<file path="src/rtl/mc_ctrl_pkg.sv">
// Shared encodings for the multicycle MIPS main control FSM.
// Covers states, opcodes, ALU operation codes, mux selects and the decoded opcode class.
package mc_ctrl_pkg;

    localparam int STATE_W = 4;

    localparam logic [STATE_W-1:0] S_RESET   = 4'd0;
    localparam logic [STATE_W-1:0] S_FETCH   = 4'd1;
    localparam logic [STATE_W-1:0] S_DECODE  = 4'd2;
    localparam logic [STATE_W-1:0] S_MEMADR  = 4'd3;
    localparam logic [STATE_W-1:0] S_MEMRD   = 4'd4;
    localparam logic [STATE_W-1:0] S_MEMWB   = 4'd5;
    localparam logic [STATE_W-1:0] S_MEMWR   = 4'd6;
    localparam logic [STATE_W-1:0] S_EXEC    = 4'd7;
    localparam logic [STATE_W-1:0] S_RWB     = 4'd8;
    localparam logic [STATE_W-1:0] S_BRANCH  = 4'd9;
    localparam logic [STATE_W-1:0] S_ADDI_EX = 4'd10;
    localparam logic [STATE_W-1:0] S_ADDI_WB = 4'd11;
    localparam logic [STATE_W-1:0] S_JUMP    = 4'd12;

    localparam logic [5:0] OP_RTYPE = 6'b000000;
    localparam logic [5:0] OP_LW    = 6'b100011;
    localparam logic [5:0] OP_SW    = 6'b101011;
    localparam logic [5:0] OP_BEQ   = 6'b000100;
    localparam logic [5:0] OP_ADDI  = 6'b001000;
    localparam logic [5:0] OP_J     = 6'b000010;

    localparam logic [1:0] ALUOP_ADD   = 2'b00;
    localparam logic [1:0] ALUOP_SUB   = 2'b01;
    localparam logic [1:0] ALUOP_FUNCT = 2'b10;

    localparam logic [1:0] SRCB_REGB    = 2'b00;
    localparam logic [1:0] SRCB_FOUR    = 2'b01;
    localparam logic [1:0] SRCB_IMM     = 2'b10;
    localparam logic [1:0] SRCB_IMM_SH2 = 2'b11;

    localparam logic [1:0] PCSRC_ALU    = 2'b00;
    localparam logic [1:0] PCSRC_ALUOUT = 2'b01;
    localparam logic [1:0] PCSRC_JUMP   = 2'b10;

    typedef struct packed {
        logic rtype;
        logic lw;
        logic sw;
        logic beq;
        logic addi;
        logic j;
        logic illegal;
    } op_class_t;

endpackage

</file>
<file path="src/rtl/mc_opcode_decode.sv">
// Classifies the IR opcode field into a one-hot instruction class.
module mc_opcode_decode
    import mc_ctrl_pkg::*;
(
    input  logic [5:0] opcode,
    output op_class_t  op_class
);

    always_comb begin
        op_class = '0;
        case (opcode)
            OP_RTYPE: op_class.rtype   = 1'b1;
            OP_LW:    op_class.lw      = 1'b1;
            OP_SW:    op_class.sw      = 1'b1;
            OP_BEQ:   op_class.beq     = 1'b1;
            OP_ADDI:  op_class.addi    = 1'b1;
            OP_J:     op_class.j       = 1'b1;
            default:  op_class.illegal = 1'b1;
        endcase
    end

endmodule

</file>
<file path="src/rtl/mc_control_fsm.sv">
// Multicycle MIPS main control FSM: sequences fetch/decode/execute/memory/writeback
// and counts retired instructions.
module mc_control_fsm
    import mc_ctrl_pkg::*;
#(
    parameter int RETIRE_W = 32
) (
    input  logic                clk,
    input  logic                reset_n,
    input  logic [5:0]          opcode,
    input  logic                zero,
    input  logic                mem_ready,
    output logic                pc_write,
    output logic                pc_write_cond,
    output logic                iord,
    output logic                mem_read,
    output logic                mem_write,
    output logic                ir_write,
    output logic                mem_to_reg,
    output logic                reg_dst,
    output logic                reg_write,
    output logic                alu_src_a,
    output logic [1:0]          alu_src_b,
    output logic [1:0]          alu_op,
    output logic [1:0]          pc_src,
    output logic                illegal_op,
    output logic [RETIRE_W-1:0] retired
);

    logic [STATE_W-1:0]  state_q, state_d;
    logic [RETIRE_W-1:0] retired_q, retired_d;
    logic                retire;
    op_class_t           op_class;

    // The branch decision (zero gated by pc_write_cond) is made in the datapath.
    logic unused_zero;
    assign unused_zero = zero;

    mc_opcode_decode u_decode (
        .opcode   (opcode),
        .op_class (op_class)
    );

    always_comb begin
        // NOTE: every combinational output gets a default before the case, so no latch is inferred.
        state_d       = state_q;
        retire        = 1'b0;
        pc_write      = 1'b0;
        pc_write_cond = 1'b0;
        iord          = 1'b0;
        mem_read      = 1'b0;
        mem_write     = 1'b0;
        ir_write      = 1'b0;
        mem_to_reg    = 1'b0;
        reg_dst       = 1'b0;
        reg_write     = 1'b0;
        alu_src_a     = 1'b0;
        alu_src_b     = SRCB_REGB;
        alu_op        = ALUOP_ADD;
        pc_src        = PCSRC_ALU;
        illegal_op    = 1'b0;

        case (state_q)
            S_RESET: state_d = S_FETCH;
            S_FETCH: begin
                mem_read  = 1'b1;
                alu_src_b = SRCB_FOUR;
                ir_write  = mem_ready;
                pc_write  = mem_ready;
                if (mem_ready) state_d = S_DECODE;
            end
            S_DECODE: begin
                // ALU precomputes the branch target while the opcode is dispatched.
                alu_src_b  = SRCB_IMM_SH2;
                illegal_op = op_class.illegal;
                state_d    = S_FETCH;
                if (op_class.lw || op_class.sw) state_d = S_MEMADR;
                else if (op_class.rtype)        state_d = S_EXEC;
                else if (op_class.beq)          state_d = S_BRANCH;
                else if (op_class.addi)         state_d = S_ADDI_EX;
                else if (op_class.j)            state_d = S_JUMP;
            end
            S_MEMADR: begin
                alu_src_a = 1'b1;
                alu_src_b = SRCB_IMM;
                state_d   = op_class.sw ? S_MEMWR : S_MEMRD;
            end
            S_MEMRD: begin
                mem_read = 1'b1;
                iord     = 1'b1;
                if (mem_ready) state_d = S_MEMWB;
            end
            S_MEMWB: begin
                reg_write  = 1'b1;
                mem_to_reg = 1'b1;
                retire     = 1'b1;
                state_d    = S_FETCH;
            end
            S_MEMWR: begin
                mem_write = 1'b1;
                iord      = 1'b1;
                if (mem_ready) begin
                    retire  = 1'b1;
                    state_d = S_FETCH;
                end
            end
            S_EXEC: begin
                alu_src_a = 1'b1;
                alu_op    = ALUOP_FUNCT;
                state_d   = S_RWB;
            end
            S_RWB: begin
                reg_write = 1'b1;
                reg_dst   = 1'b1;
                retire    = 1'b1;
                state_d   = S_FETCH;
            end
            S_BRANCH: begin
                alu_src_a     = 1'b1;
                alu_op        = ALUOP_SUB;
                pc_write_cond = 1'b1;
                pc_src        = PCSRC_ALUOUT;
                retire        = 1'b1;
                state_d       = S_FETCH;
            end
            S_ADDI_EX: begin
                alu_src_a = 1'b1;
                alu_src_b = SRCB_IMM;
                state_d   = S_ADDI_WB;
            end
            S_ADDI_WB: begin
                reg_write = 1'b1;
                retire    = 1'b1;
                state_d   = S_FETCH;
            end
            S_JUMP: begin
                pc_write = 1'b1;
                pc_src   = PCSRC_JUMP;
                retire   = 1'b1;
                state_d  = S_FETCH;
            end
            default: state_d = S_RESET;
        endcase
    end

    assign retired_d = retire ? retired_q + RETIRE_W'(1) : retired_q;

    // NOTE: sequential state uses non-blocking assignments so all registers update together on the edge.
    always_ff @(posedge clk or negedge reset_n) begin
        if (!reset_n) begin
            state_q   <= S_RESET;
            retired_q <= '0;
        end else begin
            state_q   <= state_d;
            retired_q <= retired_d;
        end
    end

    assign retired = retired_q;

endmodule
</file>
<file path="config.mk">
export PLATFORM = sky130hd
export DESIGN_NAME = mc_control_fsm
export DESIGN_NICKNAME = d
export VERILOG_FILES = /design/src/rtl/mc_ctrl_pkg.sv /design/src/rtl/mc_opcode_decode.sv /design/src/rtl/mc_control_fsm.sv
export SDC_FILE = /design/constraint.sdc
export NUM_CORES = 1
export LEC_CHECK = 0
export ABC_CLOCK_PERIOD_IN_PS = 3060
export CAP_MARGIN = 20
export CORE_ASPECT_RATIO = 0.75
export CORE_MARGIN = 1.5
export CORE_UTILIZATION = 51
export DETAILED_ROUTE_END_ITERATION = 6
export PLACE_DENSITY = 0.92
export SYNTH_ARGS = -nofsm -noshare
export SYNTH_HDL_FRONTEND = slang
export SYNTH_SLANG_ARGS = --single-unit
</file>
<file path="constraint.sdc">
create_clock -name clk -period 3.06 [get_ports clk]
set_clock_uncertainty 0.05 [all_clocks]
set_input_delay 0.612 -clock clk [delete_from_list [all_inputs] [get_ports clk]]
set_output_delay 0.612 -clock clk [all_outputs]
set_load 0.05 [all_outputs]
</file>
==> results by group, run 1 <==
Clock network
  • Total CTS buffers: 5
  • Hold Buf Count CTS: 0
  • CTS Root Cell: clkbuf_8
  • CTS tree: done
  • Clock transition at the registers of the reported paths: 0.07 ns
  • Max Buffers Root-to-Sink: 2
  • Sink Count: 36
  • Post-CTS setup buffers: 0
  • CTS H-tree lvls: 2
  • Worst skew pair latency: 0.29 ns

Timing
  • Unrepaired setup endpoints after global routing: false
  • Setup_tns: 0 ns
  • Final period utilization: 0.933
  • Final min period: around 2.9 ns
  • Fmax: 0.350 GHz
  • Fin. Hold Viols: 0
  • Max-Slew Margin vs Limit: 0.637
  • Final setup viols: 0
  • Final slew viol count: 0
  • Least-Margin Pin Slew: 0.543 ns

Drt
  • Pre-antenna DRT Iters: 4
  • DRC: 0
  • Post-DR wirelength/cell: 14.0 um
  • Initial DRC count: approximately 130
  • Vias: 1672
  • DRT antenna net count: 0
  • Post-DR vias/cell: about 5.4
  • Total wire length: 4320 um

Synthesis
  • Top-count cell post-synth: dfrtp_1
  • Predominant post-synthesis flop cell: dfrtp_1
  • Post-synth top area share: 0.452
  • Syn Area/Cell: 10.1 sq um
  • Cell Area, Synth: between 0.0015 and 0.002 sq mm
  • Cell taking the most area after synthesis: dfrtp_1
  • Synth cell types: 36
  • Cells after Synth: 198
  • Register bit count reported by yosys: 36
  • Post-Syn Nets: ~210
  • Synth async-reset ratio: 1.00
  • Number of synthesized flops with an enable pin: 0
  • Synth top cells by count: 36 x dfrtp_1, 30 x xnor2_1, 14 x nand2_1, 14 x nand3_1
  • Seq/Total Area, Yosys: 0.452
  • Synth area leaders: dfrtp_1 45%, xnor2_1 13%, nand3_1 3.5%
  • Yosys warns: 0

Critical path
  • Crit Path Class: flip-flop to output pin
  • Worst Path Arrival: between 2 and 2.5 ns
  • Critical path startpoint category: flip-flop
  • Critical-path maximum fanout: 18
  • Req. time, crit path: approximately 2.4 ns
  • Setup crit end kind: output pin

Worst hold path
  • Worst min-delay path category: flip-flop to flip-flop

Floorplanning
  • Initial Util: 0.538
  • Core area: around 0.0037 sq mm
  • Die width: 75.2 um
  • Die area: 0.00430 sq mm
  • # IOs: 59
  • Die H: 57.2 um
  • Row count: 19

Placed design
  • Final HPWL DP: 3090 um
  • PortBufs: between 50 and 60
  • DP Area: 0.00261 sq mm
  • GPL Wtd Cong: around 0.85
  • Dpl cells: 300

Power
  • Power density cells: 724 mW/mm^2
  • Static leakage: 1.08 nW
  • Overall power: 0.00196 W
  • Worst VDD drop: 0.446 mV

Cells and area
  • Nets: between 200 and 300
  • Multi-input logic area: 0.00102 sq mm
  • Area grow syn2layout: 35.6%
  • Layout Utilization: 0.729
  • Share of cells above drive strength 1: 0.0977
  • Post-Layout Cell Count: slightly above 300
  • Design area: 0.00271 sq mm
  • ANT cells: 0
  • FILL cells: 274
  • Sequential cell area: 903 sq um

GRT
  • First-pass GRT wire length: 6860 um
  • GRT Util Overall: 0.214
  • Total gr overflow: 0
  • Largest net degree at the start of global routing: 37
  • Antenna violations before repair: 0
  • Number of global-route vias before repair: 1431

Run
  • Max-cap viol count: 0

Status
  • Outcome: complete, no violations
==> through the flow <==
step / setup WS [ns] / hold WS (ns)
floorplan: 0.250 / 0.266
global placement: 0.292 / 0.415
detailed placement: 0.257 / 0.420
CTS: 0.0486 / 0.432
global route: 0.0321 / 0.461
finish: 0.206 / 0.425
==> worst max-delay path, stage by stage, from the launching register on <==
cell and delay [ns]:
dfrtp_2 0.54, nor2b_1 0.29, a21boi_0 0.23, clkdlybuf4s50_1 0.84
==> cell families (layout without fill, tap and decap cells) <==
family / count (synthesis) / after routing / share of synthesized area
compound gates: 28 / 28 / 0.108
xor+xnor: 35 / 35 / 0.154
fa+ha+maj: 1 / 1 / 0.00627
buf+inv: 12 / 70 / 0.0358
flops: 36 / 36 / 0.452
mux: 1 / 1 / 0.00565
simple gates: 85 / 85 / 0.239
==> report_power, final <==
part,internal (W),switching [W]
combinational,0.000355,0.000604
sequential,0.000530,0.000125
clock,0.000179,0.000166
==> routing by layer <==
layer	share of wire	track usage	vias to the layer above
li1	-	-	818
met1	0.50	0.325	801
met2	0.44	0.291	43
met3	0.041	0.0477	10
met4	0.023	0.0969	0
met5	0	0	-
==> area by class of cell <==
class | count | area share
clock buffer | 6 | 0.0305
clock inverter | 2 | 0.00370
inverter | 1 | 0.00139
multi-input combinational | 150 | 0.378
sequential | 36 | 0.334
tap | 52 | 0.0241
timing repair buffer | 61 | 0.228
==> timing repair <==
item	4_1_cts	5_1_grt
gates resized for setup	0	2
endpoints found under the hold margin	0	0
setup endpoints to repair	0	6
==> registers in the layout (all words and copies together) (netlist names) <==
signal   flops
state_q      4
retired     32
==> cell usage in the layout (no fill, tap or decap), drive strengths merged, types with 4 or more instances in the layout <==
cell and instances:
and3 9, nand2 14, o21ai 8, nor2 10, nand2b 5, and4 4
clkbuf 6, xor2 5, a21oi 8, nor2b 4, nand3 14, buf 7
xnor2 30, nand4 10, clkdlybuf4s50 54, dfrtp 36
==> path summary, 6_finish.rpt <==
kind                                 to  slack [ns]         from  cells after the start
max reg2reg                 retired[14]        0.93   state_q[2]                      7
max                        alu_src_b[1]        0.21   state_q[1]                      3
max in group asynchronous    state_q[1]        1.94      reset_n                      2
min in group asynchronous   retired[17]        0.69      reset_n                      2
min reg2reg                 retired[31]        0.43  retired[31]                      1
min                         retired[31]        0.43  retired[31]                      1
No activity file was read; power rests on OpenSTA's default activity.
==> inputs of run 2 (changes only) <==
- CORE_UTILIZATION: 51 -> 50
- GPL_ROUTABILITY_DRIVEN: unset -> 0
- PLACE_DENSITY: 0.92 -> 0.91
==> results by group, run 2 (same netlist as run 1, synthesis figures left out) <==
Floorplanning
  • Row count: 19 (unchanged)
  • Die area: 0.00438 sq mm (+1.9%)
  • Die H: 57.7 um (+0.94%)
  • Initial Util: 0.534 (-0.00343)
  • # IOs: 59 (unchanged)
  • Die width: 75.9 um (+0.95%)
  • Core area: 0.00373 sq mm (+0.64%)

GRT
  • First-pass GRT wire length: 7490 um (+9.3%)
  • Total gr overflow: 0 (unchanged)
  • Number of global-route vias before repair: 1596 (+12%)
  • Largest net degree at the start of global routing: 37 (unchanged)
  • Antenna violations before repair: 0 (unchanged)
  • GRT Util Overall: 0.218 (+0.00444)

Critical path
  • Buf+Inv Stages, Crit Path: 1 (unchanged)
  • Critical-path cell list: nand2b_1 > nor2_1 > a21oi_1 > o22ai_1 > clkdlybuf4s50_1
  • Reg-to-reg critical path endpoint: retired[19]
  • Slowest-stage cell, CP: clkdlybuf4s50_1
  • Reg2Reg Setup Slack: 0.92 ns (about the same)
  • Top Family by Delay on Critical Path: buffers and inverters
  • Critical-path maximum fanout: 15 (-3)
  • Slowest stage delay, CP: 0.83 ns (about the same)
  • Req. time, crit path: 2.40 ns (about the same)
  • Setup crit end kind: output pin
  • Crit Path Class: flip-flop to output pin
  • Worst Path Arrival: 2.26 ns (+0.07 ns)
  • Critical path startpoint category: flip-flop
  • Worst r2r src: state_q[3]
  • Worst R2R Path Depth: 5 (-2)

Cells and area
  • Most common cell after layout, fill and taps aside: clkdlybuf4s50_1
  • Max FFs per register: 32 (unchanged)
  • Layout Utilization: 0.724 (-0.00532)
  • Sequential cell area: 903 sq um (unchanged)
  • Area grow syn2layout: 35.5% (about the same)
  • Share of cells above drive strength 1: 0.0898 (-0.00781)
  • Most frequent cells in the layout: 54 x clkdlybuf4s50_1, 34 x dfrtp_1, 30 x xnor2_1
  • Nets: 266 (unchanged)
  • FILL cells: 281 (+2.6%)
  • Multi-input logic area: 0.00102 sq mm (unchanged)
  • ANT cells: 0 (unchanged)

Worst hold path
  • WHS Endpoint: retired[31]
  • Worst min-delay path category: flip-flop to flip-flop
  • WHS Path Cells: 1 (unchanged)
  • HP Start: retired[31]

Power
  • Power density cells: 723 mW/mm^2 (-0.12%)
  • Static leakage: 1.07 nW (-0.51%)
  • Worst VDD drop: 0.395 mV (-11%)
  • Overall power: 0.00195 W (-0.21%)

Run
  • Max-cap viol count: 0 (unchanged)

Timing
  • Setup_tns: 0 ns (unchanged)
  • Final min period: 2.92 ns (+0.0675 ns)
  • Max-Slew Margin vs Limit: 0.650 (+0.0131)
  • Least-Margin Pin Slew: 0.525 ns (-0.0180 ns)
  • Final worst slack: 0.139 ns (-0.0675 ns)
  • Final slew viol count: 0 (unchanged)
  • Unrepaired setup endpoints after global routing: false
  • Fin. Hold Viols: 0 (unchanged)
  • Final period utilization: 0.955 (+0.0221)
  • Worst hold slack: 0.438 ns (+0.0127 ns)
  • Fmax: 0.342 GHz (-2.3%)
  • Final setup viols: 0 (unchanged)

Drt
  • Pre-antenna DRT Iters: 4 (unchanged)
  • Initial DRC count: 101 (-23%)
  • DRT antenna net count: 0 (unchanged)
  • Vias: 1673 (+0.060%)
  • DRC: 0 (unchanged)
  • Post-DR wirelength/cell: 14.8 um (+5.1%)
  • Post-DR vias/cell: 5.43 (about the same)
  • Total wire length: 4540 um (+5.1%)

Clock network
  • Worst skew pair latency: 0.29 ns (about the same)
  • Clock transition at the registers of the reported paths: 0.07 ns (about the same)
  • Total CTS buffers: 5 (unchanged)
  • CTS H-tree lvls: 2 (unchanged)
  • CTS Root Cell: clkbuf_8
  • Post-CTS setup buffers: 0 (unchanged)
  • Sink Count: 36 (unchanged)
  • CTS tree: done
  • Max Buffers Root-to-Sink: 2 (unchanged)

Placed design
  • Final HPWL DP: 3260 um (+5.2%)
  • Setup WS pre-CTS: 0.276 ns (+0.0199 ns)
  • PortBufs: 57 (unchanged)

Status
  • Outcome: complete, no violations
[run 2: changes by cell type in the layout (fill, tap and decap cells not counted)]
cell	previous run	this run
clkinv_2	2	0
clkbuf_1	0	2
[run 2: final cells by class]
type / count / area share
Sequential cell: 36 / 0.334
Clock buffer: 8 / 0.0333
Timing Repair Buffer: 61 / 0.229
Multi-Input combinational cell: 150 / 0.378
Inverter: 1 / 0.00139
Tap cell: 52 / 0.0241
[run 2: per-layer routing]
layer | part of all wire | vias up | track usage
li1 | - | 813 | -
met1 | 0.46 | 807 | 0.292
met2 | 0.48 | 43 | 0.351
met3 | 0.036 | 10 | 0.0409
met4 | 0.020 | 0 | 0.106
met5 | 0 | - | 0
[run 2: worst max path at each step]
stage | to | slack, ns | cells past startpoint | from
2_1_floorplan | illegal_op | 0.25 | 4 | state_q[0]
3_3_place_gp | illegal_op | 0.31 | 6 | opcode[2]
3_5_place_dp | illegal_op | 0.28 | 6 | opcode[2]
4_1_cts | alu_src_a | 0.07 | 4 | state_q[0]
5_1_grt | alu_src_a | 0.03 | 5 | state_q[3]
6_report | reg_write | 0.14 | 5 | state_q[3]
[run 2: timing repair]
action                     4_1_cts  5_1_grt
hold buffers                     0        0
gates resized for setup          0        2
setup endpoints to repair        0        6
hold endpoints to repair         0        0
[run 2: stage by stage]
stage | cells | area (sq um)
after floorplan | 198 | 1990
after global placement | 300 | 2610
after detailed placement | 300 | 2610
after CTS | 308 | 2700
after global routing | 308 | 2700
final | 308 | 2700
[run 2: where the power goes]
group          switching, W  leakage [nW]  internal [W]
logic              0.000594         0.543      0.000354
registers          0.000132         0.483      0.000530
clock network      0.000163        0.0455      0.000184
